File: config.mk
export PLATFORM = sky130hd
export DESIGN_NAME = seq_lock_ctrl_flat
export DESIGN_NICKNAME = d
export VERILOG_FILES = /design/src/rtl/seq_lock_ctrl_if.sv /design/src/rtl/seq_lock_ctrl.sv /design/src/flat_wrapper.sv
export SDC_FILE = /design/constraint.sdc
export NUM_CORES = 1
export LEC_CHECK = 0
export CORE_ASPECT_RATIO = 0.7
export CORE_MARGIN = 3
export CORE_UTILIZATION = 56
export CTS_CLUSTER_SIZE = 30
export DETAILED_ROUTE_END_ITERATION = 7
export PLACE_DENSITY = 0.84
export SLEW_MARGIN = 20
export SYNTH_ARGS = -nofsm -noshare
export SYNTH_HDL_FRONTEND = slang
export SYNTH_SLANG_ARGS = --single-unit
File: constraint.sdc
create_clock -name MCLK -period 5.87 [get_ports MCLK]
set_input_delay 1.174 -clock MCLK [delete_from_list [all_inputs] [get_ports MCLK]]
set_output_delay 1.174 -clock MCLK [all_outputs]
set_load 0.02 [all_outputs]
File: src/rtl/seq_lock_ctrl_if.sv
// Keypad-side and display-side signals of the combination-lock controller.
// master drives keys, tick and code; slave is the controller itself.
interface seq_lock_ctrl_if #(
    parameter int N_KEYS   = 4,
    parameter int CODE_LEN = 4,
    parameter int CNT_W    = 4,
    parameter int MAX_FAIL = 3
);
    localparam int DW = (N_KEYS > 1) ? $clog2(N_KEYS) : 1;
    localparam int FW = $clog2(MAX_FAIL + 1);

    logic                     tick_1hz;
    logic [N_KEYS-1:0]        key_in;
    logic [CODE_LEN*DW-1:0]   code_in;
    logic [CNT_W-1:0]         countdown;
    logic [CODE_LEN-1:0]      progress;
    logic                     unlocked;
    logic                     alarm;
    logic [FW-1:0]            fail_cnt;

    modport master (
        output tick_1hz,
        output key_in,
        output code_in,
        input  countdown,
        input  progress,
        input  unlocked,
        input  alarm,
        input  fail_cnt
    );

    modport slave (
        input  tick_1hz,
        input  key_in,
        input  code_in,
        output countdown,
        output progress,
        output unlocked,
        output alarm,
        output fail_cnt
    );
endinterface

File: src/rtl/seq_lock_ctrl.sv
// Combination-lock controller: keyed entry with timeout, runtime code,
// failed-attempt counting and a timed alarm lockout.
module seq_lock_ctrl #(
    parameter int N_KEYS   = 4,
    parameter int CODE_LEN = 4,
    parameter int CNT_W    = 4,
    parameter int TIMEOUT  = 9,
    parameter int LOCKOUT  = 15,
    parameter int MAX_FAIL = 3
) (
    input  logic MCLK,
    input  logic RESET,
    seq_lock_ctrl_if.slave bus
);
    localparam int DW = (N_KEYS > 1) ? $clog2(N_KEYS) : 1;
    localparam int FW = $clog2(MAX_FAIL + 1);
    localparam int IW = $clog2(CODE_LEN + 1);

    localparam logic [CNT_W-1:0] T_LOAD = CNT_W'(TIMEOUT);
    localparam logic [CNT_W-1:0] L_LOAD = CNT_W'(LOCKOUT);
    localparam logic [FW-1:0]    F_MAX  = FW'(MAX_FAIL);
    localparam logic [IW-1:0]    I_LAST = IW'(CODE_LEN - 1);

    localparam logic [2:0] S_IDLE    = 3'd0;
    localparam logic [2:0] S_ENTRY   = 3'd1;
    localparam logic [2:0] S_FAIL    = 3'd2;
    localparam logic [2:0] S_UNLOCK  = 3'd3;
    localparam logic [2:0] S_LOCKOUT = 3'd4;

    logic [2:0]          state, state_n;
    logic [N_KEYS-1:0]   key_prev;
    logic [IW-1:0]       idx, idx_n;
    logic                mismatch, mismatch_n;
    logic [CNT_W-1:0]    countdown_q, countdown_n;
    logic [CODE_LEN-1:0] progress_q, progress_n;
    logic                unlocked_q, unlocked_n;
    logic                alarm_q, alarm_n;
    logic [FW-1:0]       fail_q, fail_n;

    logic [N_KEYS-1:0]   rise;
    logic                press;
    logic [DW-1:0]       key_val;
    logic [DW-1:0]       digit;
    logic                bad_digit;
    logic                mis_acc;
    logic                last;
    logic                taking;
    logic [CNT_W-1:0]    cd_dec;
    logic [FW-1:0]       fail_inc;

    assign rise  = bus.key_in & ~key_prev;
    assign press = |rise;
    assign last  = (idx == I_LAST);

    always_comb begin
        key_val = '0;
        for (int i = 0; i < N_KEYS; i++) begin
            if (rise[i]) key_val = DW'(i);
        end
    end

    // Digit under comparison comes from code_in as seen this cycle.
    always_comb begin
        digit = '0;
        for (int j = 0; j < CODE_LEN; j++) begin
            if (idx == IW'(j)) digit = bus.code_in[j*DW +: DW];
        end
    end

    assign bad_digit = !$onehot(rise) || (key_val != digit);
    assign taking    = (state == S_IDLE) || (state == S_ENTRY);
    assign mis_acc   = ((state == S_ENTRY) && mismatch) || bad_digit;
    assign cd_dec    = (countdown_q == '0) ? '0 : countdown_q - CNT_W'(1);
    assign fail_inc  = (fail_q == F_MAX) ? fail_q : fail_q + FW'(1);

    always_comb begin
        state_n     = state;
        idx_n       = idx;
        mismatch_n  = mismatch;
        countdown_n = countdown_q;
        progress_n  = progress_q;
        unlocked_n  = unlocked_q;
        alarm_n     = alarm_q;
        fail_n      = fail_q;

        unique case (state)
            S_IDLE: begin
                countdown_n = T_LOAD;
                if (press) state_n = S_ENTRY;
            end
            S_ENTRY: begin
                if (bus.tick_1hz) begin
                    countdown_n = cd_dec;
                    if (countdown_q == '0) state_n = S_FAIL;
                end
            end
            S_FAIL: begin
                fail_n     = fail_inc;
                progress_n = '0;
                idx_n      = '0;
                mismatch_n = 1'b0;
                if (fail_inc == F_MAX) begin
                    state_n     = S_LOCKOUT;
                    countdown_n = L_LOAD;
                    alarm_n     = 1'b1;
                end else begin
                    state_n     = S_IDLE;
                    countdown_n = T_LOAD;
                end
            end
            S_UNLOCK: begin
                if (press) begin
                    state_n     = S_IDLE;
                    unlocked_n  = 1'b0;
                    progress_n  = '0;
                    idx_n       = '0;
                    mismatch_n  = 1'b0;
                    countdown_n = T_LOAD;
                end
            end
            S_LOCKOUT: begin
                if (bus.tick_1hz) begin
                    if (countdown_q == '0) begin
                        state_n     = S_IDLE;
                        alarm_n     = 1'b0;
                        fail_n      = '0;
                        countdown_n = T_LOAD;
                    end else begin
                        countdown_n = cd_dec;
                    end
                end
            end
            default: begin
                state_n = S_IDLE;
            end
        endcase

        // A digit press overrides a same-cycle timeout when it completes.
        if (taking && press) begin
            progress_n = CODE_LEN'({progress_q, 1'b1});
            idx_n      = idx + IW'(1);
            mismatch_n = mis_acc;
            if (last) begin
                if (mis_acc) begin
                    state_n = S_FAIL;
                end else begin
                    state_n    = S_UNLOCK;
                    unlocked_n = 1'b1;
                    fail_n     = '0;
                end
            end
        end
    end

    always_ff @(posedge MCLK or posedge RESET) begin
        if (RESET) begin
            state       <= S_IDLE;
            key_prev    <= '0;
            idx         <= '0;
            mismatch    <= 1'b0;
            countdown_q <= T_LOAD;
            progress_q  <= '0;
            unlocked_q  <= 1'b0;
            alarm_q     <= 1'b0;
            fail_q      <= '0;
        end else begin
            state       <= state_n;
            key_prev    <= bus.key_in;
            idx         <= idx_n;
            mismatch    <= mismatch_n;
            countdown_q <= countdown_n;
            progress_q  <= progress_n;
            unlocked_q  <= unlocked_n;
            alarm_q     <= alarm_n;
            fail_q      <= fail_n;
        end
    end

    assign bus.countdown = countdown_q;
    assign bus.progress  = progress_q;
    assign bus.unlocked  = unlocked_q;
    assign bus.alarm     = alarm_q;
    assign bus.fail_cnt  = fail_q;
endmodule

File: src/flat_wrapper.sv
// flat-port wrapper written by rule: the top's interface ports become plain ports
module seq_lock_ctrl_flat 
#(
    parameter int N_KEYS   = 4,
    parameter int CODE_LEN = 4,
    parameter int CNT_W    = 4,
    parameter int TIMEOUT  = 9,
    parameter int LOCKOUT  = 15,
    parameter int MAX_FAIL = 3
)
  (MCLK, RESET, bus_tick_1hz, bus_key_in, bus_code_in, bus_countdown, bus_progress, bus_unlocked, bus_alarm, bus_fail_cnt);
  seq_lock_ctrl_if #(.N_KEYS(N_KEYS), .CODE_LEN(CODE_LEN), .CNT_W(CNT_W), .MAX_FAIL(MAX_FAIL)) bus_i ();
  input  logic MCLK;
  input  logic RESET;
  input wire logic [$bits(bus_i.tick_1hz)-1:0] bus_tick_1hz;
  input wire logic [$bits(bus_i.key_in)-1:0] bus_key_in;
  input wire logic [$bits(bus_i.code_in)-1:0] bus_code_in;
  output wire logic [$bits(bus_i.countdown)-1:0] bus_countdown;
  output wire logic [$bits(bus_i.progress)-1:0] bus_progress;
  output wire logic [$bits(bus_i.unlocked)-1:0] bus_unlocked;
  output wire logic [$bits(bus_i.alarm)-1:0] bus_alarm;
  output wire logic [$bits(bus_i.fail_cnt)-1:0] bus_fail_cnt;
  assign bus_i.tick_1hz = bus_tick_1hz;
  assign bus_i.key_in = bus_key_in;
  assign bus_i.code_in = bus_code_in;
  assign bus_countdown = bus_i.countdown;
  assign bus_progress = bus_i.progress;
  assign bus_unlocked = bus_i.unlocked;
  assign bus_alarm = bus_i.alarm;
  assign bus_fail_cnt = bus_i.fail_cnt;
  seq_lock_ctrl #(.N_KEYS(N_KEYS), .CODE_LEN(CODE_LEN), .CNT_W(CNT_W), .TIMEOUT(TIMEOUT), .LOCKOUT(LOCKOUT), .MAX_FAIL(MAX_FAIL)) u_core (.MCLK(MCLK), .RESET(RESET), .bus(bus_i));
endmodule
---- Word level (Yosys, flattened, before mapping) ----
Cells that the tools add are included.
storage, ports and cells
  input bits .............................. 15
  output and inout port bits .............. 12
  bits in registers ....................... 23
  logic and storage cells ................. 100
cells by class
  reductions and logical operators ........ 16
  eq/ne operators ......................... 17
  mux-type cells .......................... 50
  bitwise operators ....................... 2
  add/subtract/negate cells ............... 6
operators with widths
  cell                                                    number
  two-way mux 3 bit                                       12
  two-way mux 4 bit                                       7
  two-way mux 2 bit                                       12
  one-hot mux 4 bit (5 select lines)                      1
  one-hot mux 3 bit (5 select lines)                      1
  == test 3 x 2 -> 1 bit (second input constant)          4
  two-way mux 1 bit                                       12
  == test 3 x 1 -> 1 bit (second input constant)          3
  one-hot mux 4 bit (2 select lines)                      1
  AND reduction 4 bit                                     2
  logical NOT 3 bit                                       2
  inequality test 2 x 1 -> 1 bit (second input constant)  3
  one-hot mux 3 bit (2 select lines)                      1
  nonzero test 5 bit                                      1
  adder 1 x 1 -> 2 bit                                    2
  bitwise AND 4 bit                                       1
  == test 2 bit (second input constant)                   2
  logical NOT 4 bit                                       1
  inequality test 2 bit (second input constant)           2
  inverter 4 bit                                          1
  one-hot mux 1 bit (2 select lines)                      2
  one-hot mux 2 bit (2 select lines)                      1
  OR reduction 4 bit                                      1
  subtractor 4 x 1 -> 4 bit (second input constant)       1
  other kinds (12)                                        15

---- Longest topological paths before layout ----
  depth in word-level cells ............... 11
  depth in mapped cells ................... 9
  gate-level depth less buffers ........... 9

---- Worst setup path after synthesis ----
No wires, ideal clock.
  kind .................................... in2reg
  start point ............................. input port bus_key_in[1]
  end point ............................... register u_core.fail_q[1], in the netlist u_core.bus.fail_cnt[1]
  library setup time ...................... 136 ps
  arrival time ............................ 3491 ps
  setup slack ............................. 2243 ps
  buffers on the path ..................... 0
  data required time ...................... 5734 ps
  stages .................................. 9
  path through ............................ or2b_2 > ha_1 > ha_1 > fa_1 > nor2_1 > o311a_1 > or4b_4 > a221oi_1 > a21oi_1
on the way
  longest elaborated chain between the ends .. 10
  elaborated cells on any way between the ends .. 16
  classes of those cells .................. 2 x add/sub; 2 x eq/ne; 6 x mux; 1 x bitwise; 5 x reduce/logical
ends and longest elaborated chain
  item                                                                                    line                                      text
  start: declaration                                                                      flat_wrapper.sv:16                        input wire logic [$bits(bus_i.key_in)-1:0] bus_key_in;
  bitwise AND 4 bit (*)                                                                   seq_lock_ctrl.sv:51                       assign rise = bus.key_in & ~key_prev;
  adder 1 x 1 -> 2 bit (implied by the code) / two-way mux 1 bit (equally long branches)  seq_lock_ctrl.sv:70, seq_lock_ctrl.sv:58
  adder 3 bit (implied by the code) / two-way mux 2 bit (equally long branches)           seq_lock_ctrl.sv:70, seq_lock_ctrl.sv:58
  == test 3 x 1 -> 1 bit / two-way mux 2 bit (equally long branches)                      seq_lock_ctrl.sv:70, seq_lock_ctrl.sv:58
  logical NOT 1 bit / inequality test 2 bit (equally long branches)                       seq_lock_ctrl.sv:70                       assign bad_digit = !$onehot(rise) || (key_val != digit);
  logical OR 1 bit                                                                        seq_lock_ctrl.sv:70
  logical OR 1 bit                                                                        seq_lock_ctrl.sv:72                       assign mis_acc = ((state == S_ENTRY) && mismatch) || bad_digit;
  two-way mux 2 bit                                                                       seq_lock_ctrl.sv:144                      if (mis_acc) begin
  two-way mux 2 bit                                                                       seq_lock_ctrl.sv:143                      if (last) begin
  two-way mux 2 bit (*)                                                                   seq_lock_ctrl.sv:139                      if (taking && press) begin
  via u_core.fail_n[1]                                                                    seq_lock_ctrl.sv:38                       logic [FW-1:0] fail_q, fail_n;
  end signal: assignment                                                                  seq_lock_ctrl.sv:175                      fail_q <= fail_n;
  end: declaration                                                                        seq_lock_ctrl.sv:38
The timed path passes the listed nets; every way through them passes the cells marked *.
A chain may end at the register's enable or synchronous reset.

---- Final worst setup path ----
  start point ............................. input port bus_key_in[1]
  end point ............................... register u_core.fail_q[0], in the netlist u_core.bus.fail_cnt[0]
Same word-level chain as after synthesis.

==> flow_summary.yaml <==
logic_synthesis:
  syn_nets: 181
  yosys.area_share.simple: 0.184
  synth_fa_ha_area_frac: 0.123
  syn_avg_cell_area_um2: 9.80
  synthMuxAreaShare: 0.0143
  yosys.area_share.xor_xnor: 0.00588
  synth_edf_count: 0
  synth_cells: 152
  yosysSeqAreaShare: 0.388
  netlist_area_mm2: 0.00149
  async_reset_ff_frac: 1.00
  yosysWarnings: 0
  synthFlopType: "dfrtp_1"
  synth_top_family_by_area: "compound AO/OA/AOI/OAI gates"
  ys_ff_latch: 23
  synth_compound_area_frac: 0.232
  yosysUniqueCellTypes: 49
worst_setup_path:
  slowest_delay_ns: 0.48
  cp-start-kind: "primary input"
  slowest_stage: "clkdlybuf4s50_1"
  path_max_fanout: 3
  crit_chain: "clkdlybuf4s50_1, or2b_2, ha_1, ha_1, fa_1, nor2_1, o311a_1, or4b_4, a221oi_1, nor2_1"
  crit_type: "primary input to flip-flop"
  worst_setup_path_end_kind: "flip-flop"
  required_ns: 6.01
  cp.arrival_ns: 4.18
floorplanning:
  die_h_um: 49.2
  dieArea_mm2: 0.00333
  ios: 27
  start_util: 0.640
  die_w_um: 67.7
  design.core.area_mm2: 0.00233
  fp-row-count: 14
timing:
  fin_crit_ns: 4.04
  maxSlewViolCount: 0
  fin_skew_ns: 0.00314
  finalHoldViolCount: 0
  relSlewSlack: 0.436
  setup_viol: 0
  tightest_slew_ns: 0.845
  setup_tns_ns: 0
  rsz0062_at_grt: "false"
  final.period_utilization: 0.687
  clock.fmax_mhz: 248
  fin_ws_ns: 1.83
clock_tree:
  tritoncts: "yes"
  cts_setup_buffers: 0
  cts_sinks: 23
  clk_latency_ns: 0.26
  cts_hold_buf: 0
  h-tree-depth: 1
  cts_buffers: 3
  cts.clk_slew.worst_paths_ns: 0.08
  ctsResizeCount: 0
  root_buffer: "clkbuf_8"
  ctsLongestPathBuffers: 2
cells_and_area:
  diodes: 0
  final_cell_mix: "clkdlybuf4s50_1, dfrtp_1, o21ai_0, inv_1, ha_1"
  drive_gt1_frac: 0.0950
  num-fill-cells: 165
  fin_util: 0.774
  area_delta_synth_final_pct: 21.1
  final_common_cell: "clkdlybuf4s50_1"
  multi_input_area_um2: 832
  seqCellArea_um2: 578
  fin_nets: 209
global_routing:
  first_global_vias: 1229
  grt_max_degree: 24
  grt_usage: 0.226
  grt_pass1_wl_um: 5770
  grt_overflow: 0
  grt_antenna_before_repair: 0
run:
  drv_cap: 0
worst_hold_path:
  hold_path.class: "flip-flop to flip-flop"
route:
  first_pass_iters: 4
  drt-total-wl_um: 3360
  drcViolationCount: 0
  detail_route.vias_per_cell: 5.96
  ant_nets: 0
  routedWlPerCell_um: 15.9
  vias: 1257
  drt_iter0_drc: 93
power_and_ir_drop:
  total_power_mw: 0.827
  vdd_drop_max_v: 0.000269
  power_leakage_nw: 0.799
  power_density_mw_per_mm2: 458
placement:
  port_buffers: 26
  globalplace.congestion: 0.867
  post-place-ws_ns: 1.55
  dp.final_hpwl_um: 2500
outcome:
  status: "complete, no violations"
==> metal layers <==
layer / part of all wire / vias up / track usage
met1: 0.47 / 605 / 0.314
met2: 0.46 / 47 / 0.349
met4: 0.013 / 0 / 0.0606
met5: 0 / - / 0
met3: 0.060 / 6 / 0.0507
li1: - / 599 / -
==> state kept, by name, indices dropped and copies added, names as in the netlist <==
signal	count
u_core.idx	3
u_core.bus.unlocked	1
u_core.state	3
u_core.bus.countdown	4
u_core.mismatch	1
u_core.bus.progress	4
u_core.bus.fail_cnt	2
u_core.bus.alarm	1
u_core.key_prev	4
==> path summary, 6_finish.rpt <==
| path | end | cells after the start | slack (ns) | start |
|---|---|---|---|---|
| max | u_core.bus.fail_cnt[0] | 10 | 1.83 | bus_key_in[1] |
| min | u_core.bus.unlocked | 2 | 0.52 | u_core.bus.unlocked |
| max reg2reg | u_core.bus.fail_cnt[0] | 9 | 2.86 | u_core.key_prev[1] |
| min reg2reg | u_core.bus.unlocked | 2 | 0.52 | u_core.bus.unlocked |
| max in group asynchronous | u_core.key_prev[2] | 2 | 3.98 | RESET |
| min in group asynchronous | u_core.bus.fail_cnt[1] | 2 | 1.38 | RESET |
==> cell type report <==
type	count	share of cell area
clock buffer	4	0.0250
inverter	13	0.0270
multi-input combinational	113	0.461
sequential	23	0.320
tap	32	0.0222
timing repair buffer	26	0.144
==> where the power goes <==
group / total (mW) / switching (mW) / internal [mW]
clock: 0.0970 / 0.0486 / 0.0485
combinational: 0.431 / 0.221 / 0.210
sequential: 0.299 / 0.0786 / 0.221
==> worst max-delay path: cells and delay by family <==
family                   cells  cell delay, ns
AO/OA/AOI/OAI                2            0.59
AND/OR/NAND/NOR              4            1.00
adder cells (fa/ha/maj)      3            0.93
buffers and inverters        1            0.48
==> through the flow <==
step / hold WS, ns / std cells / instance area, um2
CTS: 0.523 / 211 / 1800
global route: 0.550 / 211 / 1800
global placement: 0.471 / 207 / 1760
detailed placement: 0.485 / 207 / 1760
finish: 0.515 / 211 / 1800
floorplan: 0.456 / 152 / 1490
==> Yosys cell counts, types with 3 or more instances <==
| cell type | number | area [um2] |
|---|---|---|
| nor2_1 | 6 | 22.5 |
| nand2_1 | 11 | 41.3 |
| o21ai_0 | 14 | 70.1 |
| a21oi_1 | 11 | 55.1 |
| ha_1 | 13 | 163 |
| a22o_1 | 4 | 35.0 |
| inv_1 | 13 | 48.8 |
| nand2b_1 | 4 | 25.0 |
| dfrtp_1 | 21 | 526 |
| nor3b_1 | 3 | 22.5 |
| nand3b_1 | 3 | 22.5 |
==> cell families after synthesis <==
logic type | Yosys count
buf+inv | 16
xor+xnor | 1
fa+ha+maj | 14
simple gates | 45
mux | 2
compound gates | 51
flops | 23
Note: power is estimated with default switching activity, not from simulation.
==> variant 1 (config.mk and constraints unchanged) <==
Take the reset off `key_prev` and load it in a clocked block of its own.
--- a/src/rtl/seq_lock_ctrl.sv
+++ b/src/rtl/seq_lock_ctrl.sv
@@ -155,7 +155,6 @@
     always_ff @(posedge MCLK or posedge RESET) begin
         if (RESET) begin
             state       <= S_IDLE;
-            key_prev    <= '0;
             idx         <= '0;
             mismatch    <= 1'b0;
             countdown_q <= T_LOAD;
@@ -165,7 +164,6 @@
             fail_q      <= '0;
         end else begin
             state       <= state_n;
-            key_prev    <= bus.key_in;
             idx         <= idx_n;
             mismatch    <= mismatch_n;
             countdown_q <= countdown_n;
@@ -176,6 +174,10 @@
         end
     end
 
+    always_ff @(posedge MCLK) begin
+        key_prev <= bus.key_in;
+    end
+
     assign bus.countdown = countdown_q;
     assign bus.progress  = progress_q;
     assign bus.unlocked  = unlocked_q;
Formal check against the unedited RTL: not equivalent (Yosys sat finds a counterexample within 4 cycles, from zero or initial values and one cycle with RESET high).
==> variant 1 against the unedited design <==
Sequential power is essentially flat; critical path depth did not move; power rose by 1.2%; maximum frequency up 0.88%; final area down 1.0%; routed wire length increased by 2.6%; sequential cell count unchanged; cell count unchanged; worst setup slack better by 35 ps; area after synthesis shrank 1.3%.
==> variant 1: results (changes against the unedited design) <==
stage	metric	value	unit	change
run_status	status	finished clean		unchanged
grt	track_usage	23.1	%	was 22.6%
place	hpwl	2620	µm	was 2500 µm
drt	drt_iter0_markers	147		was 93
critical_path	arrival	4140	ps	was 4180 ps
power	p_leak	0.789	nW	was 0.799 nW
yosys	ys_seq_area_share	38.0	%	was 38.8%
finish	layout.nets	209		unchanged
grt	grt_first_pass_wirelength	5950	µm	was 5770 µm
finish	drive_above_1_share	10.1	%	was 9.50%
grt	antenna_found_initial	0		unchanged
grt	grt_max_degree	20		was 24
finish	n_fill_cell	168		was 165
yosys	synthTopCellsByArea	dfrtp_1 (29%), ha_1 (11%), dfxtp_1 (5.4%)		was dfrtp_1 (35%), ha_1 (11%), o21ai_0 (4.7%)
clock_tree	cts_made_buffers	3		unchanged
yosys	ys_warn_count	0		unchanged
min_path	hold_class	reg2reg		unchanged
clock_tree	clk_pin_slew	80	ps	about the same
yosys	syn_nets	181		unchanged
drt	wl_per_cell	16.3	µm	was 15.9 µm
yosys	yosys.cell_types.count	50		was 49
timing	fin_setup_tns	0	ps	unchanged
clock_tree	cts_resized	0		unchanged
power	vdd_drop_max	0.281	mV	was 0.269 mV
critical_path	cp_max_fo	4		was 3
timing	worst_pin_slew	747	ps	was 845 ps
power	p_sw	0.359	mW	was 0.348 mW
drt	num_vias	1266		was 1,257
place	gp_congestion	0.793		was 0.867
clock_tree	htree_levels	1		unchanged
place	io_buffers	26		unchanged
place	preCtsSetupSlack	1620	ps	was 1550 ps
clock_tree	cts_buffer_depth	2		unchanged
yosys	async_flop_share	82.6	%	was 100%
clock_tree	post-cts-setup-buffers	0		unchanged
drt	firstDrtPassIters	5		was 4
clock_tree	worstSkewPairLatency	260	ps	about the same
clock_tree	root_buffer	clkbuf_8		unchanged
finish	antennaDiodeCount	0		unchanged
yosys	netlist_top_cells_count	dfrtp_1 (17), o21ai_0 (14), ha_1 (13), inv_1 (13)		was dfrtp_1 (21), o21ai_0 (14), ha_1 (13), inv_1 (13)
timing	finClkSkew	2.95	ps	was 3.14 ps
==> variant 1: cell count changes after synthesis <==
cell	change
dfrtp_1	-4
dfxtp_1	+4
==> variant 1: area by class of cell <==
| cell class | count | area share [%] |
|---|---|---|
| repair buffers | 26 | 14.6 |
| clock inverters | 1 | 0.280 |
| multi-input cells | 113 | 46.6 |
| flip-flops and latches | 23 | 31.3 |
| clock buffers | 3 | 2.31 |
| inverters | 13 | 2.73 |
| well taps | 32 | 2.24 |
==> variant 1: power groups by stage <==
stage	logic (mW)	clock network, mW	registers [mW]
after floorplan	0.269	0	0.312
after global placement	0.408	0	0.292
after detailed placement	0.432	0	0.300
after CTS	0.435	0.100	0.298
after global routing	0.481	0.109	0.311
final	0.438	0.0977	0.300
==> variant 1: final timing paths <==
check	start	to	slack (ps)	cells past startpoint
worst max-delay path	bus_key_in[3]	u_core.bus.fail_cnt[0]	1870	10
worst min-delay path	u_core.mismatch	u_core.mismatch	520	2
worst max register to register	u_core.key_prev[3]	u_core.bus.fail_cnt[0]	2960	9
worst min register to register	u_core.mismatch	u_core.mismatch	520	2
max in group asynchronous	RESET	u_core.mismatch	4070	2
min in group asynchronous	RESET	u_core.bus.progress[2]	1340	2
==> variant 1: kinds of logic (layout without fill, tap and decap cells) <==
group	after synthesis	after routing	share of synthesized area, %
flops	23	23	38.0
mux	2	2	1.45
buf+inv	16	43	5.45
xor+xnor	1	1	0.596
fa+ha+maj	14	14	12.4
simple gates	45	45	18.6
compound gates	51	51	23.5
==> variant 1: critical path, stage by stage <==
cell and delay, ps:
clkdlybuf4s50_1 460, or2b_2 330, ha_1 290, ha_1 190, fa_1 430, nor2_1 120, o311a_1 190, or4b_4 480
a221oi_1 380, nor2_1 90
==> variant 1: per-stage QoR <==
| stage | utilization, % | area (µm²) | hold WS [ps] | cells |
|---|---|---|---|---|
| finish | 77.2 | 1790 | 516 | 211 |
| global route | 77.2 | 1790 | 548 | 211 |
| CTS | 77.2 | 1790 | 524 | 211 |
| detailed placement | 75.2 | 1740 | 505 | 207 |
| global placement | 75.2 | 1740 | 470 | 207 |
| floorplan | - | 1470 | 456 | 152 |
==> variant 1: routing by layer <==
layer	wire [µm]	part of all wire, %	vias up	global-route usage [%]
li1	-	-	601	-
met3	310	9.0	4	5.53
met1	1500	44	595	32.7
met4	39	1.1	0	4.71
met2	1600	46	66	35.7
met5	0	0	-	0
==> variant 2 (config.mk and constraints unchanged) <==
Made on the original files. `LOCKOUT` is set to 15 in 2 places; all go to 7.
--- a/src/rtl/seq_lock_ctrl.sv
+++ b/src/rtl/seq_lock_ctrl.sv
@@ -5,7 +5,7 @@
     parameter int CODE_LEN = 4,
     parameter int CNT_W    = 4,
     parameter int TIMEOUT  = 9,
-    parameter int LOCKOUT  = 15,
+    parameter int LOCKOUT  = 7,
     parameter int MAX_FAIL = 3
 ) (
     input  logic MCLK,
--- a/src/flat_wrapper.sv
+++ b/src/flat_wrapper.sv
@@ -5,7 +5,7 @@
     parameter int CODE_LEN = 4,
     parameter int CNT_W    = 4,
     parameter int TIMEOUT  = 9,
-    parameter int LOCKOUT  = 15,
+    parameter int LOCKOUT  = 7,
     parameter int MAX_FAIL = 3
 )
   (MCLK, RESET, bus_tick_1hz, bus_key_in, bus_code_in, bus_countdown, bus_progress, bus_unlocked, bus_alarm, bus_fail_cnt);
Function: no difference found for any inputs over 10 cycles, from zero or initial values and one cycle with RESET high; that may be too few to reach the edited logic, so the function may still have changed.
==> variant 2 against the unedited design <==
Area after synthesis is 1.3% higher; sequential power hardly changed; clock power grew 4%; final area increased by 1.9%; power grew 6.9%; sequential cell count unchanged; largest power group unchanged; core utilization fell by 4.3 points; worst setup slack improved by 430 ps; routed wire length is the same.
==> variant 2: results (changes against the unedited design) <==
stage	metric	value	unit	change
run_status	status	finished clean		unchanged
yosys	synth.avg_cell_area	9.43	µm²	was 9.80 µm²
clock_tree	cts_made_buffers	3		unchanged
grt	track_usage	22.0	%	was 22.6%
place	gp_congestion	0.765		was 0.867
yosys	ys_seq_area_share	38.3	%	was 38.8%
yosys	netlist_top_cells_count	dfrtp_1 (21), a21oi_1 (13), ha_1 (13)		was dfrtp_1 (21), o21ai_0 (14), ha_1 (13), inv_1 (13)
yosys	ys_warn_count	0		unchanged
yosys	synthTopCellsByArea	dfrtp_1 (35%), ha_1 (11%), a21oi_1 (4.3%)		was dfrtp_1 (35%), ha_1 (11%), o21ai_0 (4.7%)
drt	firstDrtPassIters	4		unchanged
clock_tree	worstSkewPairLatency	270	ps	
power	p_leak	0.841	nW	was 0.799 nW
clock_tree	root_buffer	clkbuf_8		unchanged
place	hpwl	2530	µm	was 2500 µm
clock_tree	htree_levels	1		unchanged
critical_path	cp_max_fo	4		was 3
critical_path	r2r_slack	3230	ps	was 2860 ps
min_path	hold_class	reg2reg		unchanged
drt	routed_wl	3360	µm	unchanged
grt	grt_max_degree	24		unchanged
finish	drive_above_1_share	5.41	%	was 9.50%
place	io_buffers	26		unchanged
grt	antenna_found_initial	0		unchanged
drt	num_vias	1295		was 1,257
timing	finClkSkew	8.04	ps	was 3.14 ps
timing	max_slew_margin	42.2	%	was 43.6%
yosys	yosys.cell_types.count	43		was 49
yosys	async_flop_share	100	%	unchanged
clock_tree	cts_buffer_depth	2		unchanged
yosys	synth_top_area_share	34.8	%	was 35.3%
clock_tree	post-cts-setup-buffers	0		unchanged
clock_tree	cts_resized	0		unchanged
grt	grt_first_pass_wirelength	5730	µm	was 5770 µm
timing	hold_slack	519	ps	was 515 ps
drt	drt_iter0_markers	63		was 93
yosys	syn_nets	189		was 181
drt	viasPerCell	5.91		was 5.96
finish	layout.nets	215		was 209
finish	antennaDiodeCount	0		unchanged
power	vdd_drop_max	0.316	mV	was 0.269 mV
clock_tree	clk_pin_slew	90	ps	
yosys	syn_inst	160		was 152
## variant 2: cell count changes after synthesis, sizes merged, moves of 2 or more
cell,delta
a21oi,+2
buf,+2
a221oi,-2
o21ai,-4
a21o,+2
or3b,-2
a211o,+2
nor2b,+4
a2bb2oi,+2
nand2b,+4
or2b,-3
## variant 2: per-layer routing
metal,vias up,wire length (µm),share of wire [%],track usage (%)
met5,-,0,0,0
met4,0,65,1.9,5.61
met3,8,164,4.9,4.15
met2,44,1480,44,30.9
met1,615,1650,49,34.2
li1,628,-,-,-
## variant 2: area by class of cell
cell class / count / area (µm²)
flip-flops and latches: 23 / 578
fillers: 184 / 676
inverters: 12 / 45.0
clock buffers: 3 / 41.3
multi-input cells: 120 / 865
well taps: 34 / 42.5
repair buffers: 26 / 260
clock inverters: 1 / 7.51
## variant 2: path summary, 6_finish.rpt
| check | start | depth (start not counted) | end |
|---|---|---|---|
| max | bus_key_in[0] | 10 | u_core.bus.fail_cnt[1] |
| min | u_core.mismatch | 2 | u_core.mismatch |
| max reg2reg | u_core.key_prev[2] | 9 | u_core.bus.fail_cnt[1] |
| min reg2reg | u_core.mismatch | 2 | u_core.mismatch |
| max in group asynchronous | RESET | 2 | u_core.bus.countdown[1] |
| min in group asynchronous | RESET | 2 | u_core.state[2] |
## variant 2: kinds of logic after synthesis
group	count (synthesis)	share of synthesized area, %
simple gates	50	18.9
compound gates	54	25.0
fa+ha+maj	14	12.1
mux	2	1.33
flops	23	38.3
buf+inv	17	4.39
## variant 2: where the power goes
group / internal [mW] / switching (mW) / leakage, nW / total, mW
registers: 0.220 / 0.0787 / 0.274 / 0.299
clock network: 0.0480 / 0.0528 / 0.0217 / 0.101
logic: 0.234 / 0.250 / 0.545 / 0.485
## variant 2: worst max-delay path, cell delays in order
cell and delay, ps:
clkdlybuf4s50_1 490, nand2b_1 90, ha_1 310, ha_1 210
fa_1 440, nor2_1 110, o311ai_1 120, nand4b_1 260
a211oi_2 400, a22oi_1 140
## variant 2: through the flow
| stage | setup slack (ps) | area, µm² |
|---|---|---|
| 3_3_place_gp | 2100 | 1790 |
| 6_report | 2270 | 1840 |
| 5_1_grt | 2150 | 1840 |
| 4_1_cts | 2270 | 1840 |
| 3_5_place_dp | 1980 | 1790 |
| 2_1_floorplan | 2730 | 1510 |
